File: config.mk
export PLATFORM = sky130hd
export DESIGN_NAME = mem_arbiter
export DESIGN_NICKNAME = d
export VERILOG_FILES = /design/src/rtl/mem_arbiter.sv
export SDC_FILE = /design/constraint.sdc
export NUM_CORES = 1
export LEC_CHECK = 0
export CAP_MARGIN = 10
export CORE_ASPECT_RATIO = 1.5
export CORE_MARGIN = 5
export CORE_UTILIZATION = 50
export CTS_CLUSTER_SIZE = 28
export DETAILED_ROUTE_END_ITERATION = 10
export DONT_BUFFER_PORTS = 1
export PLACE_DENSITY = 0.68
export SLEW_MARGIN = 20
export SYNTH_ARGS = -nofsm -noshare
export SYNTH_HDL_FRONTEND = slang
export SYNTH_SLANG_ARGS = --single-unit
File: constraint.sdc
create_clock -name clk -period 1.9 [get_ports clk]
set_input_delay 0.475 -clock clk [delete_from_list [all_inputs] [get_ports clk]]
set_output_delay 0.475 -clock clk [all_outputs]
set_load 0.02 [all_outputs]
File: src/rtl/mem_arbiter.sv
// Two-port CPU memory arbiter: round-robin instruction/data reads onto one SRAM read port,
// plus a combinational shared write bus where debug writes always take priority over CPU writes.
module mem_arbiter #(
   parameter logic [15:0] RD_FILL     = 16'hEEEE,
   parameter logic [3:0]  SRAM_REGION = 4'h0
) (
   input  logic        clk,
   input  logic        reset,
   input  logic [15:0] ins_rd_addr,
   input  logic        ins_rd_req,
   output logic        ins_rd_rdy,
   output logic [15:0] ins_rd_data,
   input  logic [15:0] dat_rw_addr,
   input  logic        dat_rd_req,
   output logic        dat_rd_rdy,
   output logic [15:0] dat_rd_data,
   input  logic        dat_wr_req,
   input  logic [15:0] dat_wr_data,
   output logic        dat_wr_rdy,
   input  logic        dbg_we,
   input  logic [15:0] dbg_waddr,
   input  logic [15:0] dbg_wdata,
   output logic [15:0] mem_raddr,
   output logic        mem_re,
   input  logic [15:0] mem_rdata,
   output logic [15:0] mem_waddr,
   output logic [15:0] mem_wdata,
   output logic        mem_we
);

   logic        ins_rdy_q, dat_rdy_q, wr_rdy_q, fill_q, last_dat_q;
   logic [15:0] raddr_q, ins_data_q, dat_data_q;
   logic [15:0] raddr_d, ins_data_d, dat_data_d;
   logic        ins_elig, dat_elig, ins_gnt, dat_gnt, wr_gnt, dat_sram;

   // A requester whose rdy is showing is still finishing that transaction, so it is not eligible.
   always_comb begin
      ins_elig = ins_rd_req & ~ins_rdy_q & ~reset;
      dat_elig = dat_rd_req & ~dat_rdy_q & ~reset;
      ins_gnt  = ins_elig & (~dat_elig | last_dat_q);
      dat_gnt  = dat_elig & (~ins_elig | ~last_dat_q);
      dat_sram = (dat_rw_addr[15:12] == SRAM_REGION);
      wr_gnt   = dat_wr_req & ~dbg_we & ~wr_rdy_q & ~reset;
   end

   always_comb begin
      raddr_d = raddr_q;
      if (ins_gnt)
         raddr_d = ins_rd_addr;
      else if (dat_gnt && dat_sram)
         raddr_d = dat_rw_addr;
   end

   assign mem_re    = ins_gnt | (dat_gnt & dat_sram);
   assign mem_raddr = raddr_d;

   assign mem_we    = dbg_we | wr_gnt;
   assign mem_waddr = dbg_we ? dbg_waddr : dat_rw_addr;
   assign mem_wdata = dbg_we ? dbg_wdata : dat_wr_data;

   // Masking with reset drops a pulse owed to a grant made just before reset asserted.
   assign ins_rd_rdy = ins_rdy_q & ~reset;
   assign dat_rd_rdy = dat_rdy_q & ~reset;
   assign dat_wr_rdy = wr_rdy_q  & ~reset;

   assign ins_data_d  = ins_rd_rdy ? mem_rdata : ins_data_q;
   assign dat_data_d  = dat_rd_rdy ? (fill_q ? RD_FILL : mem_rdata) : dat_data_q;
   assign ins_rd_data = ins_data_d;
   assign dat_rd_data = dat_data_d;

   always_ff @(posedge clk) begin
      if (reset) begin
         ins_rdy_q  <= 1'b0;
         dat_rdy_q  <= 1'b0;
         wr_rdy_q   <= 1'b0;
         fill_q     <= 1'b0;
         last_dat_q <= 1'b0;
         raddr_q    <= 16'h0000;
         ins_data_q <= 16'h0000;
         dat_data_q <= 16'h0000;
      end else begin
         ins_rdy_q  <= ins_gnt;
         dat_rdy_q  <= dat_gnt;
         wr_rdy_q   <= wr_gnt;
         fill_q     <= dat_gnt & ~dat_sram;
         if (ins_gnt || dat_gnt)
            last_dat_q <= dat_gnt;
         raddr_q    <= raddr_d;
         ins_data_q <= ins_data_d;
         dat_data_q <= dat_data_d;
      end
   end

endmodule

==> impl_metrics.tcl <==
set metrics [dict create \
    rows 33 \
    cts_max_level 2 \
    avgSynthCellArea_sq_um 9.31 \
    die_w_um 70.6 \
    antenna_found_initial 0 \
    finalSetupTns_ns -4.39 \
    start_util_pct 51.0 \
    ios 187 \
    crit_fanout 8 \
    postSynthCellCount 296 \
    place_congestion 0.728 \
    fin_crit_ns 2.20 \
    fin_crit_sh_pct 116 \
    worst_path_largest_cell_delay_ns 0.54 \
    crit_family "simple AND/OR/NAND/NOR gates" \
    finalNonFillerCells 418 \
    slowest_stage "or4_4" \
    synth-main-ff-cell "dfxtp_1" \
    grt-ovfl-total 0 \
    core_sq_um 5410 \
    cts_tree "yes" \
    critPathBufInv 1 \
    vias 2263 \
    synth-edff-count 0 \
    hpwl_mm 5.55 \
    utilization_pct 68.4 \
    violations "setup timing" \
    antenna_left 0 \
    synth_async_sr_flop_share_pct 0 \
    total_power_mw 2.43 \
    fin_skew_ns 0.00971 \
    setup_viol 17 \
    dr.first_iter.drc_count 140 \
    most-common-layout-cells "buf_4, dfxtp_1, mux2_2" \
    required_ns 1.42 \
    wl_mm 7.32 \
    grt_pass1_wl_mm 11.5 \
    grt_util_all_layers_pct 19.8 \
    hold_viol_final 0 \
    fp.dieArea_sq_um 7130 \
    die_y_um 101 \
    dp_cells 400 \
    routedWlPerCell_um 17.5 \
    area_growth_pct 34.2 \
    ys_ff_latch 53 \
    tightest_slew_ns 0.411 \
    preCtsSetupSlack_ns -0.258 \
    crit_arrival_ns 1.72 \
    whs_ns 0.231 \
    status "complete, but fails checks" \
    grt_max_degree 56 \
    critPathCaptureType "output port" \
    maxSlewViolCount 0 \
    path_clk_slew_ns 0.10 \
    leakage_nw 1.50 \
    numCtsBuffers 5 \
    ys_seq_area_share_pct 38.5 \
    power_density_nw_per_um2 656 \
    path_cells "nor3b_2 > or4_4 > buf_16 > a31oi_4" \
    fmax_mhz 455 \
    synth_cell_types 30 \
    slew_headroom_pct 72.5 \
    cts_sinks 53 \
    placed_area_sq_um 3410 \
    rsz0062_at_grt "yes" \
    drc 0 \
    critPathKind "reg -> out" \
    diodes 0 \
    layout-drive-gt1-share_pct 52.0 \
    cap_violations 0 \
    irDropWorstVdd_mv 0.465 \
    final.setup.worst_slack_ns -0.299 \
    first_global_vias 2352 \
    start_kind "flop" \
    fin_nets 449 \
    postCtsHoldBufs 0 \
    min_path_type "in -> reg" \
    viasPerCell 5.41 \
    root_buffer "clkbuf_8" \
    yosysWarnings 0 \
    clk_latency_ns 0.30 \
    finalInstanceArea_sq_um 3700 \
    final_common_cell "buf_4" \
    syn_area_sq_um 2760 \
    firstDrtPassIters 3 \
    cts_buffer_depth 2 \
    io_buffers 0 \
    syn_nets 398 \
]
## Yosys cell counts (6+ instances only)
cell type   n  share of area (%)
mux2i_1     6                2.2
dfxtp_1    53                 38
a211oi_2    6                2.7
o21ai_0    17                3.1
nor2b_1    33                7.5
a311oi_2    6                3.3
nand2b_1    6                1.4
clkbuf_1   11                1.5
a31oi_1     6                1.4
mux2_2     48                 20
buf_2       6                1.1
a21oi_1    11                2.0
nor2_1     15                2.0
nor2_2     10                2.3
nand2_1    38                5.2
## routing by layer
metal	wire length (um)	GRT usage, %	vias to the layer above
met5	0	0	-
met4	86	5.50	0
met3	728	7.68	7
met2	3810	36.1	98
met1	2700	21.2	1043
li1	-	-	1115
## cells by family (layout without fill, tap and decap cells)
logic type             after synthesis  in the layout  synth area share (%)
buffers and inverters               28             80                  5.36
AOI/OAI and AO/OA                   46             46                  12.4
muxes                               54             54                  21.8
DFF                                 53             53                  38.5
and+or+nand+nor                    115            115                  21.9
## where the power goes
group	internal, mW	leakage (nW)	total, mW	switching [mW]
Sequential	1.16	0.433	1.18	0.0208
Clock	0.260	0.0374	0.622	0.361
Combinational	0.272	1.03	0.627	0.355
## sequential cells by signal, summed over array words and instances, names as in the netlist
name and flops:
dat_rdy_q 1, fill_q 1, wr_rdy_q 1, raddr_q 16, last_dat_q 1, ins_data_q 16, ins_rdy_q 1, dat_data_q 16
## timing repair
item	CTS	global route
endpoints found under the setup margin	23	20
gates resized for setup	16	11
buffers inserted	5	3
pin swaps	5	5
cloned	1	1
## cell type report
cell class / count / area, sq um
multi-input cells: 215 / 1830
repair buffers: 67 / 606
fillers: 459 / 1710
clock buffers: 6 / 72.6
well taps: 70 / 87.6
flip-flops and latches: 53 / 1070
clock inverters: 2 / 15.0
inverters: 5 / 18.8
## worst register-to-register path, cell delays in order, from the launching register on
cell and delay, ns:
dfxtp_4 0.38, nor3b_2 0.05, or4_4 0.54, buf_16 0.20, buf_2 0.16, buf_4 0.15, buf_4 0.14, a211oi_2 0.16
## path summary, 6_finish.rpt
kind                                 from        endpoint  slack (ns)  cells past startpoint
worst max-delay path            dat_rdy_q    mem_raddr[1]       -0.30                      4
worst min-delay path                reset  ins_data_q[15]        0.23                      1
worst max register to register  dat_rdy_q     raddr_q[10]        0.05                      7
worst min register to register   wr_rdy_q        wr_rdy_q        0.42                      1
Power figures use the tool's default switching activity.
